File: src/rtl/barrido_display_if.sv
// Segment/digit bus between the display encoders and the four-digit scan driver.
interface barrido_display_if;
  logic [6:0] display0;
  logic [6:0] display1;
  logic [6:0] display2;
  logic [6:0] display3;
  logic [3:0] habilitar;
  logic [3:0] digito;
  logic [6:0] segmentos;

  modport master (
    output display0, display1, display2, display3, habilitar,
    input  digito, segmentos
  );

  modport slave (
    input  display0, display1, display2, display3, habilitar,
    output digito, segmentos
  );
endinterface

File: src/rtl/barrido_display.sv
// Four-digit seven-segment scan driver: prescaled slots, leading blank interval,
// and skipping of digits whose enable bit is clear.
module barrido_display #(
  parameter int unsigned PRESCALE     = 50000,
  parameter int unsigned BLANK_CYCLES = 500,
  parameter logic [6:0]  SEG_OFF      = 7'b1111111
) (
  input logic               Clock,
  input logic               Reset,
  barrido_display_if.slave  bus
);

  localparam int unsigned CW = (PRESCALE > 1) ? $clog2(PRESCALE) : 1;

  logic [CW-1:0] cnt;
  logic [1:0]    idx;
  logic [1:0]    idx_next_c;
  logic          last_c;
  logic          show_c;
  logic [6:0]    pattern_c;
  logic [3:0]    digito_q;
  logic [6:0]    segmentos_q;

  assign last_c = (cnt == CW'(PRESCALE - 1));
  assign show_c = (cnt >= CW'(BLANK_CYCLES));

  // Nearest enabled digit after idx; falls back to idx itself, then to a plain step.
  always_comb begin
    logic [1:0] cand;
    idx_next_c = idx + 2'd1;
    cand       = idx;
    if (bus.habilitar[idx]) idx_next_c = idx;
    for (int k = 3; k >= 1; k--) begin
      cand = idx + 2'(k);
      if (bus.habilitar[cand]) idx_next_c = cand;
    end
  end

  always_comb begin
    pattern_c = SEG_OFF;
    case (idx)
      2'd0:    pattern_c = bus.display0;
      2'd1:    pattern_c = bus.display1;
      2'd2:    pattern_c = bus.display2;
      default: pattern_c = bus.display3;
    endcase
  end

  always_ff @(posedge Clock) begin
    if (!Reset) begin
      cnt <= '0;
      idx <= 2'd0;
    end else begin
      cnt <= last_c ? '0 : cnt + CW'(1);
      if (last_c) idx <= idx_next_c;
    end
  end

  // Select and pattern register together so a digit never shows a stale pattern.
  always_ff @(posedge Clock) begin
    if (!Reset) begin
      digito_q    <= 4'b1111;
      segmentos_q <= SEG_OFF;
    end else if (show_c && bus.habilitar[idx]) begin
      digito_q    <= ~(4'b0001 << idx);
      segmentos_q <= pattern_c;
    end else begin
      digito_q    <= 4'b1111;
      segmentos_q <= SEG_OFF;
    end
  end

  assign bus.digito    = digito_q;
  assign bus.segmentos = segmentos_q;

endmodule

File: src/flat_wrapper.sv
// flat-port wrapper written by rule: the top's interface ports become plain ports
module barrido_display_flat 
#(
  parameter int unsigned PRESCALE     = 50000,
  parameter int unsigned BLANK_CYCLES = 500,
  parameter logic [6:0]  SEG_OFF      = 7'b1111111
)
  (Clock, Reset, bus_display0, bus_display1, bus_display2, bus_display3, bus_habilitar, bus_digito, bus_segmentos);
  barrido_display_if bus_i ();
  input logic Clock;
  input logic Reset;
  input wire logic [$bits(bus_i.display0)-1:0] bus_display0;
  input wire logic [$bits(bus_i.display1)-1:0] bus_display1;
  input wire logic [$bits(bus_i.display2)-1:0] bus_display2;
  input wire logic [$bits(bus_i.display3)-1:0] bus_display3;
  input wire logic [$bits(bus_i.habilitar)-1:0] bus_habilitar;
  output wire logic [$bits(bus_i.digito)-1:0] bus_digito;
  output wire logic [$bits(bus_i.segmentos)-1:0] bus_segmentos;
  assign bus_i.display0 = bus_display0;
  assign bus_i.display1 = bus_display1;
  assign bus_i.display2 = bus_display2;
  assign bus_i.display3 = bus_display3;
  assign bus_i.habilitar = bus_habilitar;
  assign bus_digito = bus_i.digito;
  assign bus_segmentos = bus_i.segmentos;
  barrido_display #(.PRESCALE(PRESCALE), .BLANK_CYCLES(BLANK_CYCLES), .SEG_OFF(SEG_OFF)) u_core (.Clock(Clock), .Reset(Reset), .bus(bus_i));
endmodule
File: config.mk
export PLATFORM = sky130hd
export DESIGN_NAME = barrido_display_flat
export DESIGN_NICKNAME = d
export VERILOG_FILES = /design/src/rtl/barrido_display_if.sv /design/src/rtl/barrido_display.sv /design/src/flat_wrapper.sv
export SDC_FILE = /design/constraint.sdc
export NUM_CORES = 1
export LEC_CHECK = 0
export CAP_MARGIN = 20
export CORE_MARGIN = 1
export CORE_UTILIZATION = 42
export CTS_BUF_LIST = sky130_fd_sc_hd__clkbuf_8 sky130_fd_sc_hd__clkbuf_16
export CTS_CLUSTER_DIAMETER = 200
export CTS_CLUSTER_SIZE = 40
export DETAILED_ROUTE_END_ITERATION = 16
export PLACE_DENSITY = 0.75
export SYNTH_ARGS = -nofsm -noshare
export SYNTH_HDL_FRONTEND = slang
export SYNTH_SLANG_ARGS = --single-unit
File: constraint.sdc
create_clock -name Clock -period 2.7 [get_ports Clock]
set_clock_uncertainty 0.05 [all_clocks]
set_input_delay 0.27 -clock Clock [delete_from_list [all_inputs] [get_ports Clock]]
set_output_delay 0.27 -clock Clock [all_outputs]
set_load 0.01 [all_outputs]
# Yosys cells after proc, flatten, opt, wreduce, memory -nomap -nowiden
# Cells that the tools add are included.
dict set report totals {
  ff_bits 29
  in_bits 34
  out_inout_bits 11
  elab_cells 38
}
dict set report classes {
  addsub 4
  order_cmp 5
  n_eq_ne 4
  n_shift 1
  muxes 13
  n_bitwise 2
  n_reduce_logical 5
}
# op count
set ops {}
lappend ops {{$pmux W7 S3} 1}
lappend ops {{$add A16 B1 Y16 const B} 1}
lappend ops {{$eq A16 B16 Y1 const B} 1}
lappend ops {{$ge A16 B9 Y1 const B} 1}
lappend ops {{$lt A2 B3 Y1 const B} 4}
lappend ops {{$bmux W1 S2} 4}
lappend ops {{$mux W2} 4}
lappend ops {{$add A2 B2 Y2 const B} 2}
lappend ops {{$mux W1} 4}
lappend ops {{$ne A4 B1 Y1 const B} 1}
lappend ops {{$not A4 Y4} 1}
lappend ops {{$reduce_and A2 Y1} 2}
lappend ops {{$shl A1 B2 Y4 const A} 1}
lappend ops {{$add A2 B1 Y2 const B} 1}
lappend ops {{$eq A2 B1 Y1 const B} 1}
lappend ops {{$eq A2 B2 Y1 const B} 1}
lappend ops {{$logic_not A2 Y1} 1}
lappend ops {{$reduce_or A2 Y1} 1}
lappend ops {{$logic_and A1 B1 Y1} 1}
lappend ops {{$not A1 Y1} 1}

# Logic depth before layout (Yosys ltp)
dict set report depth {
  depth_word 6
  mapped_depth 8
  depth_no_buf 6
}

# Least setup slack after synthesis
# No wires, ideal clock.
dict set report synth_path {
  path_kind {reg2reg}
  from {reg u_core.cnt[10]}
  to {reg u_core.cnt[10]}
  setup_time_ps 115
  arrival_time_ps 1754
  required_time_ps 2535
  path_slack_ps 781
  path_stages_with_launch 6
  n_path_buf 1
  synth_period_minus_slack_ps 1919
  path_cell_list {dfxtp_1 -> or4_4 -> or4_4 -> nand2_1 -> buf_4 -> nor2_1}
}
dict set report synth_between {
  elab_chain_len 2
}
# element line
set synth_lines {}
lappend synth_lines {{start, declared} barrido_display.sv:15} ;# logic [CW-1:0] cnt;
lappend synth_lines {{start signal, assigned} barrido_display.sv:54} ;# cnt <= last_c ? '0 : cnt + CW'(1);
lappend synth_lines {{parallel branches: the longest is 2 deep, another holds $add A16 B1 Y16} -}
# Parallel ways; which one is timed is not known.
# A chain may end at the register's enable or synchronous reset.

# Final worst setup path
# Ends and elaborated chain as after synthesis.

==> reports/metrics.cfg <==
[yosys]
yosysUniqueCellTypes = 33
synth-xor-area-share_pct = 8.31
ys_ff_latch = 29
yosysMostFrequentCell = nand2_1
synth_area_leader_cell = dfxtp_1
synthCells = 177
synth_compound_area_share_pct = 12.2
synth-main-ff-cell = dfxtp_1
muxShareOfSynthArea_pct = 4.24
yosys_warnings = 0
synth_fa_ha_area_share_pct = 5.94
synthArstFlopShare_pct = 0
syn_nets = 218
syn-cell-area_mm2 = 0.00148
ys_seq_area_share_pct = 39.4
synth_edf_count = 0
synth_top_family_by_area = simple AND/OR/NAND/NOR gates
synth_commonest_cells = 32 x nand2_1, 29 x dfxtp_1, 22 x nor2_1, 11 x o21ai_0, 8 x inv_1
synthSimpleGateAreaFrac_pct = 25.9
synth.avg_cell_area_um2 = 8.33
yosys-top-cells-area = dfxtp_1 39%, nand2_1 8.1%, ha_1 5.9%, nor2_1 5.6%, a222oi_1 4.7%
synthDominantCellAreaShare_pct = 39.4

[layout]
layout.nets = 262
final_cell_area_mm2 = 0.00203
postLayoutCoreUtil_pct = 60.2
syn_to_final_growth_pct = 37.3
final_layout_size_suffix_gt1_share_pct = 6.31
fin_cells = 268
antenna_cells = 0

[drt]
drt_first_pass_iters = 4
viasPerCell = 5.03
wl_um = 3260
wl_per_cell_um = 12.2
ant_nets = 0
drt_iter0_markers = 108
num_vias = 1349
remaining_drc_errors = 0

[power_and_ir_drop]
total_power_mw = 0.852
peakVddDrop_v = 0.000263
powerDensity_mw_per_mm2 = 421
p_leak_nw = 0.780

[clocking]
htree_levels = 2
postCtsSetupRepairBufs = 0
clkSinkCount = 29
holdBufCountCts = 0
clkTransAtPathRegs_ns = 0.06
numCtsBuffers = 5
root_buffer = clkbuf_8
clockBufferDepth = 2
cts_tree = yes
clock_latency_ns = 0.28
cts_resized = 0

[timing]
fin_tns_setup_ns = 0
fin_worst_hold_slack_ns = 0.430
fin_crit_ns = 2.12
slew_headroom_pct = 65.0
drv_slew = 0
worst_pin_slew_ns = 0.520
fmax_ghz = 0.472
hold_viol_final = 0
post-route-period-util_pct = 78.4
rsz0062_at_grt = false
worst_slack_ns = 0.582
setup_viol = 0

[grt]
grt_usage_pct = 19.1
grt_overflow = 0
grt_pass1_wl_um = 5270
antenna_found_initial = 0
grt_start_max_net_pins = 15
grt_pass1_vias = 1260

[setup_path]
crit_type = flip-flop to flip-flop
crit_arrival_ns = 2.22
end_kind = flip-flop
critPathLaunchType = flip-flop
critPathMaxFanout = 14
critPathRequiredTime_ns = 2.80

[placement]
io_buffers = 44
hpwl_um = 2330
placed_area_mm2 = 0.00194
place_ws_ns = 0.580
dp_cells = 260
gp_congestion = 0.823

[die]
die-area_mm2 = 0.00375
initial_core_util_pct = 43.9
rows = 21
die_w_um = 61.3
io_pins = 45
die_h_um = 61.3
core_mm2 = 0.00336

[flow_run]
cap_violations = 0

[hold_path]
hold_class = flip-flop to flip-flop

[status]
status = finished, final reports clean

critical path: stages (launching register included):
cell and delay (ns):
dfxtp_1 0.34, or4_4 0.55, or4_4 0.55, nand2_1 0.39, nor2_1 0.10
power breakdown:
| part | switching [mW] | internal (mW) | leakage, nW |
|---|---|---|---|
| Clock | 0.159 | 0.174 | 0.0491 |
| Combinational | 0.0272 | 0.0559 | 0.496 |
| Sequential | 0.00462 | 0.432 | 0.235 |
| Total | 0.191 | 0.662 | 0.780 |
area by class of cell:
| type | instances | area, um^2 |
|---|---|---|
| clock buffers | 5 | 68.8 |
| clock inverters | 3 | 13.8 |
| fillers | 324 | 1340 |
| inverters | 8 | 30.0 |
| multi-input cells | 133 | 835 |
| flip-flops and latches | 29 | 581 |
| well taps | 46 | 57.6 |
| repair buffers | 44 | 440 |
state kept, by name (all words and copies together), names as in the netlist:
| signal | flops |
|---|---|
| u_core.cnt | 16 |
| u_core.idx | 2 |
| u_core.bus.digito | 4 |
| u_core.bus.segmentos | 7 |
path summary, 6_finish.rpt:
path	slack, ns	startpoint	end	cells after the start
worst min-delay path	0.43	u_core.cnt[0]	u_core.cnt[0]	1
worst max register to register	0.58	u_core.cnt[10]	u_core.cnt[10]	4
worst max-delay path	0.58	u_core.cnt[10]	u_core.cnt[10]	4
worst min register to register	0.43	u_core.cnt[0]	u_core.cnt[0]	1
cells in the final DEF (no fill, tap or decap), types with 2 or more instances in the layout:
cell type and n:
ha_1 7, clkinv_2 2, nand3_1 5, a222oi_1 7, mux2_2 2, xor2_1 7
clkbuf_8 5, nand2_1 32, and3_1 3, clkdlybuf4s50_1 44, or4_4 2, inv_1 9
nor4_1 4, or3b_2 2, o21ai_0 11, dfxtp_1 29, mux2i_1 4, xnor2_1 7
nand4_1 3, nor3_1 2, nor2_1 22
logic make-up after synthesis:
kind of cell               after synthesis
muxes                                    6
DFF                                     29
adders and majority gates                7
xor gates and xnor gates                14
AOI/OAI and AO/OA                       25
buffers and inverters                   15
and+or+nand+nor                         81
per-layer routing:
| metal | vias to the layer above | part of all wire (%) | routed length, um | track usage, % |
|---|---|---|---|---|
| met1 | 594 | 47 | 1520 | 22.7 |
| met4 | 0 | 1.9 | 62 | 10.4 |
| met2 | 45 | 41 | 1340 | 30.7 |
| li1 | 701 | - | - | - |
| met5 | - | 0 | 0 | 0 |
| met3 | 9 | 10 | 336 | 5.88 |
(Power assumes the default switching activity.)
